**src/rtl/scan_ctrl.sv**
```systemverilog
// scan_ctrl: control FSM sequencing an 8-bit y / 3-bit s datapath.
// Accepts a command on start (sampled only in IDLE) and drives the datapath
// controls cycle by cycle. LOAD copies x into y, INC increments y, SCAN walks
// s from 7 down to find the highest set bit of y, and SCAN_ADD additionally
// adds the found index to y.
// Ports:
//   clk, rst        clock (rising edge), asynchronous active-high reset
//   start, cmd[1:0] command request / opcode (0 LOAD, 1 INC, 2 SCAN, 3 SCAN_ADD)
//   s[2:0], b       datapath index feedback and bit feedback (y[s])
//   abort           early termination, present only with SCAN_CTRL_ABORT_EN
//   busy, done      state != IDLE / one-cycle pulse in DONE
//   found, idx[2:0] registered result of the last completed scan
//   s_en, s_sub, s_zero, s_step[1:0], y_en, y_upd, y_select_next[1:0]
//                   datapath controls (combinational from state, s and b)
// Build option: define SCAN_CTRL_ABORT_EN to add the abort input.
module scan_ctrl (
  input  logic       clk,
  input  logic       rst,
  input  logic       start,
  input  logic [1:0] cmd,
  input  logic [2:0] s,
  input  logic       b,
`ifdef SCAN_CTRL_ABORT_EN
  input  logic       abort,
`endif
  output logic       busy,
  output logic       done,
  output logic       found,
  output logic [2:0] idx,
  output logic       s_en,
  output logic       s_sub,
  output logic       s_zero,
  output logic [1:0] s_step,
  output logic       y_en,
  output logic       y_upd,
  output logic [1:0] y_select_next
);

  typedef enum logic [2:0] {
    ST_IDLE  = 3'd0,
    ST_LOAD  = 3'd1,
    ST_INC   = 3'd2,
    ST_SINIT = 3'd3,
    ST_SCAN  = 3'd4,
    ST_ADD   = 3'd5,
    ST_DONE  = 3'd6
  } state_t;

  typedef enum logic [1:0] {
    CMD_LOAD     = 2'd0,
    CMD_INC      = 2'd1,
    CMD_SCAN     = 2'd2,
    CMD_SCAN_ADD = 2'd3
  } cmd_t;

  state_t     state_q, state_d;
  cmd_t       cmd_q, cmd_d;
  logic       found_q, found_d;
  logic [2:0] idx_q, idx_d;
  logic       abort_w;

`ifdef SCAN_CTRL_ABORT_EN
  assign abort_w = abort;
`else
  assign abort_w = 1'b0;
`endif

  always_ff @(posedge clk or posedge rst) begin
    if (rst) begin
      state_q <= ST_IDLE;
      cmd_q   <= CMD_LOAD;
      found_q <= 1'b0;
      idx_q   <= '0;
    end else begin
      state_q <= state_d;
      cmd_q   <= cmd_d;
      found_q <= found_d;
      idx_q   <= idx_d;
    end
  end

  always_comb begin
    state_d       = state_q;
    cmd_d         = cmd_q;
    found_d       = found_q;
    idx_d         = idx_q;
    s_en          = 1'b0;
    s_sub         = 1'b0;
    s_zero        = 1'b0;
    s_step        = '0;
    y_en          = 1'b0;
    y_upd         = 1'b0;
    y_select_next = '0;
    busy          = (state_q != ST_IDLE);
    done          = (state_q == ST_DONE);

    unique case (state_q)
      ST_IDLE: begin
        if (start) begin
          cmd_d = cmd_t'(cmd);
          unique case (cmd_t'(cmd))
            CMD_LOAD: state_d = ST_LOAD;
            CMD_INC:  state_d = ST_INC;
            default:  state_d = ST_SINIT;
          endcase
        end
      end
      ST_LOAD: begin
        y_en    = 1'b1;
        state_d = ST_DONE;
      end
      ST_INC: begin
        y_en          = 1'b1;
        y_upd         = 1'b1;
        y_select_next = 2'd3;
        state_d       = ST_DONE;
      end
      ST_SINIT: begin
        // 0 - 1 wraps s to 7, the first index examined
        s_en    = 1'b1;
        s_zero  = 1'b1;
        s_sub   = 1'b1;
        s_step  = 2'd1;
        state_d = ST_SCAN;
      end
      ST_SCAN: begin
        if (b) begin
          found_d = 1'b1;
          idx_d   = s;
          state_d = (cmd_q == CMD_SCAN_ADD) ? ST_ADD : ST_DONE;
        end else if (s == 3'd0) begin
          found_d = 1'b0;
          idx_d   = '0;
          state_d = ST_DONE;
        end else begin
          s_en   = 1'b1;
          s_sub  = 1'b1;
          s_step = 2'd1;
        end
      end
      ST_ADD: begin
        y_en          = 1'b1;
        y_upd         = 1'b1;
        y_select_next = 2'd1;
        state_d       = ST_DONE;
      end
      ST_DONE: begin
        state_d = ST_IDLE;
      end
      default: begin
        state_d = ST_IDLE;
      end
    endcase

    // Abort overrides whatever the exec state computed above, including a
    // scan hit in the same cycle: idx keeps its old value, found clears.
    if (abort_w && (state_q != ST_IDLE) && (state_q != ST_DONE)) begin
      s_en          = 1'b0;
      s_sub         = 1'b0;
      s_zero        = 1'b0;
      s_step        = '0;
      y_en          = 1'b0;
      y_upd         = 1'b0;
      y_select_next = '0;
      found_d       = 1'b0;
      idx_d         = idx_q;
      state_d       = ST_DONE;
    end
  end

  assign found = found_q;
  assign idx   = idx_q;

endmodule

```
**config.mk**
```make
export PLATFORM = sky130hd
export DESIGN_NAME = scan_ctrl
export DESIGN_NICKNAME = d
export VERILOG_FILES = /design/src/rtl/scan_ctrl.sv
export SDC_FILE = /design/constraint.sdc
export NUM_CORES = 1
export LEC_CHECK = 0
export ABC_CLOCK_PERIOD_IN_PS = 2400
export CAP_MARGIN = 20
export CORE_AREA = 2 2 40 42
export DETAILED_ROUTE_END_ITERATION = 12
export DIE_AREA = 0 0 42 44
export PLACE_DENSITY_LB_ADDON = 0.08
export SYNTH_ARGS = -nofsm -noshare
export SYNTH_HDL_FRONTEND = slang
export SYNTH_SLANG_ARGS = --single-unit
```
**constraint.sdc**
```tcl
create_clock -name clk -period 2.4 [get_ports clk]
set_input_delay 0.72 -clock clk [delete_from_list [all_inputs] [get_ports clk]]
set_output_delay 0.72 -clock clk [all_outputs]
set_load 0.1 [all_outputs]
```
Word level (Yosys, flattened, before mapping)
Index checks and enable logic that the tools add are counted.
Storage, ports and cells
  register bits after elaboration: 9
  output and inout bits: 15
  bits of input ports: 9
  logic and storage cells: 44
Cells by class
  mux-type cells: 20
  reduce and logical (&&, ||, !) cells: 10
  eq/ne operators: 10
Operators with widths (number)
  $mux W3: 5
  $pmux W2 S2: 3
  $pmux W3 S4: 1
  $eq A3 B3 Y1 const B: 3
  $mux W1: 9
  $eq A3 B2 Y1 const B: 2
  $logic_not A3 Y1: 2
  $reduce_and A2 Y1: 3
  $eq A3 B1 Y1 const B: 1
  $ne A3 B3 Y1 const B: 1
  $reduce_bool A3 Y1: 1
  $reduce_or A3 Y1: 1
  $eq A2 B1 Y1 const B: 1
  $eq A2 B2 Y1 const B: 1
  $logic_not A2 Y1: 1
  $mux W2: 1
  $ne A2 B2 Y1 const B: 1
  $pmux W1 S2: 1
  $reduce_bool A2 Y1: 1
  $reduce_or A2 Y1: 1

Depth between registers and ports, before layout
Gate-level depths: netlist of run 1.
  depth after elaboration: 4
  depth in mapped cells: 5
  mapped depth without buffers: 4

Worst setup path after synthesis of run 1
Ideal clock, no wire load.
  path type: flip-flop to output port
  start point: reg state_q[1]
  end point: out s_step[0]
  arrival time: 4.093 ns
  path slack: -2.413 ns
  cell stages (with the launch flop): 5
  required time: 1.680 ns
  path through: dfrtp_1 -> inv_1 -> nor3b_1 -> or2_1 -> buf_4
Between the ends
  cells in the longest elaborated chain, start to end: 2
Ends and longest elaborated chain
  start, declared: RTL line 56  | state_t state_q, state_d;
  start signal, assigned: RTL line 75  | state_q <= state_d;
  $eq A3 B3 Y1 / $eq A3 B2 Y1 (equally long branches): RTL line 97  | unique case (state_q)
  $pmux W2 S2 *: RTL line 97
  end, declared: RTL line 33  | output logic [1:0] s_step,
Mark *: on every way between the ends. The rest lies on a longest branch, timed or not.

Worst setup path in the final report of run 1
  start point: in s[1]
  end point: out s_sub
Between the ends
  cells in the longest elaborated chain, start to end: 4
Ends and longest elaborated chain
  start, declared: RTL line 21  | input logic [2:0] s,
  $logic_not A3 Y1: RTL line 131  | end else if (s == 3'd0) begin
  $mux W1: RTL line 131
  $mux W1: RTL line 127  | if (b) begin
  $pmux W1 S2: RTL line 97
  end, declared: RTL line 31  | output logic s_sub,
No other way between the ends.

==> metrics.md, run 1 <==
| Metric | Value |
|---|---|
| CTS clk-pin slew, worst paths | `0.06 ns` |
| Row count | `14` |
| Most frequent cell after synthesis | `dfrtp_1` |
| H-tree depth | `1` |
| Cell variety after synth | `24` |
| CP startpoint kind | `input pin` |
| Synthesized Nets | `58` |
| WHS Endpoint | `idx[0]$_DFFE_PP0P_` |
| Clock Path Buffers | `2` |
| Final period utilization | `98.1%` |
| Antenna Nets Post-Route | `0` |
| Total Wirelength | `1080 um` |
| Hold buffers post-CTS | `0` |
| Placer Congestion | `0.753` |
| Synth Cell Area | `498 um^2` |
| Top-area cell type share of the netlist area | `45.2%` |
| Synth Flop Type | `dfrtp_1` |
| DP Wirelength | `854 um` |
| Delay-heaviest family, CP | `simple AND/OR/NAND/NOR gates` |
| Initial antenna violation count | `0` |
| Post-synth EDFFs | `0` |
| Highest clock rate | `425 MHz` |
| CP Buf/Inv Count | `2` |
| WP data required | `1.68 ns` |
| R2r worst-path depth | `4` |
| Delay of the slowest critical-path stage | `0.27 ns` |
| Outcome | `completed` |
| Drt wl/cell | `11.7 um` |
| DIE HEIGHT | `44 um` |
| DRT Pass-1 Iters | `4` |
| Vias in the first global route | `436` |
| Filler cells | `120` |
| Final Worst Setup Slack | `0.0465 ns` |
| I/O Buffers | `22` |
| Unrepaired setup endpoints after global routing | `no` |
| Clock latency on the worst-skew pair | `0.26 ns` |
| Max Slew Vio Count | `0` |
| Min-Delay Path Depth | `1` |
| GRT overflow | `0` |
| Critical path capture point type | `output pin` |
| Final setup viols | `0` |
| Vias per inst | `4.99` |
| Critical Path, Cell by Cell | `clkdlybuf4s15_1 > nor3_4 > nor3b_4 > or2_4 > buf_12` |
| CORE AREA | `0.00142 mm^2` |
| Die area | `0.00185 mm^2` |
| #FFs+latches synth | `9` |
| Ranking of synthesized cells by area | `dfrtp_1 (45%), nor3b_2 (7.5%), buf_4 (6.0%)` |
| R2r startpoint | `state_q[0]$_DFFE_PP0P_` |
| DR vias | `459` |
| Worst min-delay path class | `reg -> reg` |
| Setup TNS | `0 ns` |
| DRC viols | `0` |
| Cell taking the most area after synthesis | `dfrtp_1` |
| Starting density of the core | `35.1%` |
| GRT Total Usage | `12.7%` |
| Slowest-stage cell, CP | `or2_4` |
| Io pins | `24` |
| Final min period | `2.35 ns` |
| Ant diodes | `0` |
| Post-Place Setup Slack | `-0.330 ns` |
| CTS root buffer | `clkbuf_4` |
| Clock skew | `0.00119 ns` |
| Die X | `42 um` |
| Fraction of layout cells with a size suffix above 1 | `48.7%` |
| TritonCTS Sinks | `9` |
| Syn Area/Cell | `10.2 um^2` |
| WP data arrival | `1.63 ns` |
| Initial DRC Count | `5` |
| First-pass GRT wire length | `1770 um` |
| FFs w/ async S/R, synth | `100%` |
| Final hold vios | `0` |
| Commonest cells post-synth | `dfrtp_1 (9), buf_4 (4), inv_1 (4)` |
| Synth-to-layout area growth | `81.4%` |
| Post-layout nets | `86` |
| Number of max-cap violations | `0` |
| Largest net degree at the start of global routing | `10` |
| R2R Setup Slk | `1.02 ns` |
| CTS Buf Count | `3` |
| Hold path start | `idx[0]$_DFFE_PP0P_` |
| CTS tree | `yes` |
| Crit Path Category | `in -> out` |
| Syn Inst Count | `49` |
| Part of the Yosys area used for sequential elements | `45.2%` |
| Reg2reg end | `state_q[1]$_DFFE_PP0P_` |
| Crit path max fanout | `3` |
| Syn. warnings | `0` |
## worst max path at each step
stage	from	end	slack, ns	depth (start not counted)
floorplan	state_q[1]$_DFFE_PP0P_	s_step[0]	-0.43	4
global placement	s[1]	s_sub	-0.32	5
detailed placement	s[1]	s_sub	-0.33	5
CTS	s[0]	s_sub	0.02	5
global route	s[1]	s_step[0]	0.03	5
finish	s[1]	s_sub	0.05	5
## cells by family (layout without fill, tap and decap cells)
logic type             after synthesis  after routing  synth area share [%]
flip-flops                           9              9                  45.2
AND/OR/NAND/NOR                     15             15                  21.4
AO/OA/AOI/OAI                       13             13                  18.1
multiplexers                         2              2                  4.52
other                                1              1                 0.753
buffers and inverters                9             36                  10.0
## flip-flops by register name (all words and copies together) (netlist names)
name,count
idx,3
found,1
state_q,3
cmd_q,2
## worst reg2reg max path, delay by kind of cell, from the launching register on
kind            cells  cell delay, ns
compound gates      2            0.34
buf+inv             1            0.14
flops               1            0.45
simple gates        1            0.33
## per-layer routing
| layer | up-vias | GRT usage [%] | wire length (um) |
|---|---|---|---|
| met5 | - | 0 | 0 |
| met4 | 0 | 5.81 | 11 |
| met3 | 2 | 1.25 | 50 |
| met2 | 20 | 25.0 | 555 |
| met1 | 214 | 13.4 | 462 |
| li1 | 223 | - | - |
## metrics by stage
step	area, um^2	util [%]	std cells	hold WS (ns)
2_1_floorplan	574	-	49	0.488
3_5_place_dp	856	60.3	86	0.492
5_1_grt	903	63.7	92	0.524
6_report	903	63.7	92	0.508
4_1_cts	896	63.1	91	0.510
3_3_place_gp	856	60.3	86	0.472
## layout by cell type (no fill, tap or decap), types with 2 or more instances in the layout
cell / instances
o21ai_0: 3
clkdlybuf4s50_1: 4
buf_2: 2
nand2_1: 2
buf_4: 10
dfrtp_1: 8
nand3_1: 2
inv_1: 3
a211oi_1: 2
mux2_1: 2
a22o_1: 3
buf_12: 10
nor3b_4: 3
clkbuf_4: 3
## repair_timing
action                     in CTS  in global routing
setup endpoints to repair       3                  3
resized for setup              12                  2
setup buffers                   1                  1
pin swaps                       3                  3
hold endpoints to repair        0                  0
## cell type report
class,instances,area (um^2),share of cell area (%)
Timing Repair Buffer,28,344,38.1
Tap cell,16,20.0,2.22
Clock buffer,4,26.3,2.91
Sequential cell,9,226,25.1
Multi-Input combinational cell,31,272,30.1
Inverter,4,15.0,1.66
Power of run 1 is not shown: default switching activity piles up to over one toggle a cycle in this logic, so the estimate is an artifact.
==> run 2, diff against run 1 <==
- CORE_AREA: 2 2 40 42 -> 4 4 42 44
- DIE_AREA: 0 0 42 44 -> 0 0 46 48
==> run 2 against run 1 <==
Flip-flop and latch count unchanged. Via count increased by 0.65%. Non-clock buffer count unchanged.
==> metrics.md, run 2 (synthesis results as in run 1) <==
| Metric | Value |
|---|---|
| CORE AREA | `0.00144 mm^2 (was 0.00142 mm^2)` |
| Number of max-cap violations | `0 (unchanged)` |
| Worst min-delay path class | `reg -> reg (unchanged)` |
| Clock Path Buffers | `2 (unchanged)` |
| Row count | `14 (unchanged)` |
| Placed Instance Area | `863 um^2 (was 856 um^2)` |
| DIE HEIGHT | `48 um (was 44 um)` |
| R2r startpoint | `state_q[0]$_DFFE_PP0P_ (unchanged)` |
| Io pins | `24 (unchanged)` |
| I/O Buffers | `22 (unchanged)` |
| CP startpoint kind | `input pin (unchanged)` |
| Outcome | `completed (unchanged)` |
| Final setup viols | `0 (unchanged)` |
| Final period utilization | `97.1% (was 98.1%)` |
| GRT Total Usage | `10.7% (was 12.7%)` |
| Filler cells | `117 (was 120)` |
| Post-layout instance area | `892 um^2 (was 903 um^2)` |
| Post-Place Setup Slack | `-0.304 ns (was -0.330 ns)` |
| Vias in the first global route | `381 (was 436)` |
| R2R Setup Slk | `1.04 ns (was 1.02 ns)` |
| DP Wirelength | `861 um (was 854 um)` |
| Final Worst Setup Slack | `0.0699 ns (was 0.0465 ns)` |
| R2r worst-path depth | `3 (was 4)` |
| Fraction of layout cells with a size suffix above 1 | `50.0% (was 48.7%)` |
| Post-layout nets | `86 (unchanged)` |
| Clock latency on the worst-skew pair | `0.27 ns (was 0.26 ns)` |
| CTS Buf Count | `3 (unchanged)` |
| Antenna Nets Post-Route | `0 (unchanged)` |
| Final min period | `2.33 ns (was 2.35 ns)` |
| Crit Path Category | `in -> out (unchanged)` |
| Max Slew Vio Count | `0 (unchanged)` |
| Crit path max fanout | `3 (unchanged)` |
| Largest net degree at the start of global routing | `10 (unchanged)` |
| Placer Congestion | `0.691 (was 0.753)` |
| Final hold vios | `0 (unchanged)` |
| First-pass GRT wire length | `1610 um (was 1770 um)` |
| H-tree depth | `1 (unchanged)` |
| Min-Delay Path Depth | `1 (unchanged)` |
| Ant diodes | `0 (unchanged)` |
| Reg2reg end | `cmd_q[0]$_DFFE_PP0P_ (was state_q[1]$_DFFE_PP0P_)` |
| Hold buffers post-CTS | `0 (unchanged)` |
| Initial DRC Count | `8 (was 5)` |
| DRC viols | `0 (unchanged)` |
| Initial antenna violation count | `0 (unchanged)` |
| Synth-to-layout area growth | `79.1% (was 81.4%)` |
| CTS clk-pin slew, worst paths | `0.06 ns (about the same)` |
| Most frequent cells in the layout | `buf_12 (10), buf_4 (10), dfrtp_1 (7), clkdlybuf4s50_1 (4) (was buf_12 (10), buf_4 (10), dfrtp_1 (8), clkdlybuf4s50_1 (4))` |
| DRT Pass-1 Iters | `4 (unchanged)` |
| CTS root buffer | `clkbuf_4 (unchanged)` |
| Total Wirelength | `1060 um (was 1080 um)` |
| Starting density of the core | `34.7% (was 35.1%)` |
| WHS Endpoint | `found$_DFFE_PP0P_ (was idx[0]$_DFFE_PP0P_)` |
| WP data arrival | `1.61 ns (was 1.63 ns)` |
| Critical path capture point type | `output pin (unchanged)` |
| Highest clock rate | `429 MHz (was 425 MHz)` |
| TritonCTS Sinks | `9 (unchanged)` |
| Die X | `46 um (was 42 um)` |
| Vias per inst | `5.02 (was 4.99)` |
| CTS tree | `yes (unchanged)` |
| DR vias | `462 (was 459)` |
| Clock skew | `0.00107 ns (was 0.00119 ns)` |
| GRT overflow | `0 (unchanged)` |
| WP data required | `1.68 ns (about the same)` |
| Setup TNS | `0 ns (unchanged)` |
| Hold path start | `found$_DFFE_PP0P_ (was idx[0]$_DFFE_PP0P_)` |
| Hold WS | `0.493 ns (was 0.508 ns)` |
| Unrepaired setup endpoints after global routing | `no (unchanged)` |
| Drt wl/cell | `11.5 um (was 11.7 um)` |
| Die area | `0.00221 mm^2 (was 0.00185 mm^2)` |
## run 2: worst max-delay path by stage
stage,startpoint,endpoint,slack [ns],cells past startpoint
floorplan,state_q[1]$_DFFE_PP0P_,s_step[0],-0.43,4
global placement,s[1],s_en,-0.29,5
detailed placement,s[1],s_sub,-0.30,5
CTS,s[1],s_sub,0.002,5
global route,state_q[0]$_DFFE_PP0P_,s_step[0],0.03,4
finish,s[1],s_sub,0.07,5
## run 2: routing by layer
metal  routed length, um  share of wire, %  GRT usage [%]  vias up
li1                    -                 -              -      227
met1                 422                40           12.9      213
met5                   0                 0              0        -
met4                  42               4.0           8.52        0
met3                  91               8.6           3.38        5
met2                 501                47           15.7       17
## run 2: metrics by stage
stage / instances / utilization (%)
floorplan: 49 / -
global route: 92 / 62.1
CTS: 92 / 62.3
global placement: 87 / 60.1
finish: 92 / 62.1
detailed placement: 87 / 60.1
## run 2: cell type report
type                    instances  area [um^2]  area share [%]
well taps                      16         20.0            2.24
clock buffers                   4         26.3            2.95
repair buffers                 28          344            38.6
multi-input cells              31          259            29.0
flip-flops and latches          9          228            25.5
inverters                       4         15.0            1.68
## run 2: what timing repair did
| action | in CTS | in global routing |
|---|---|---|
| endpoints found under the hold margin | 0 | 0 |
| setup buffers | 1 | 0 |
| pin swaps | 3 | 3 |
| setup endpoints to repair | 3 | 3 |
| gates resized for setup | 9 | 3 |
## run 2: critical path, cell delays in order
cell and delay (ns):
clkdlybuf4s15_1 0.19, nor3_2 0.17, nor3b_2 0.08, or2_4 0.27, buf_12 0.17
Power of run 2 is left out for the same reason.
==> run 3, diff against run 2 <==
- SLEW_MARGIN: unset -> 0
==> results of run 3 <==
Same layout as run 2: the final DEF is identical, and so are final timing and power.
Power of run 3 is left out for the same reason.
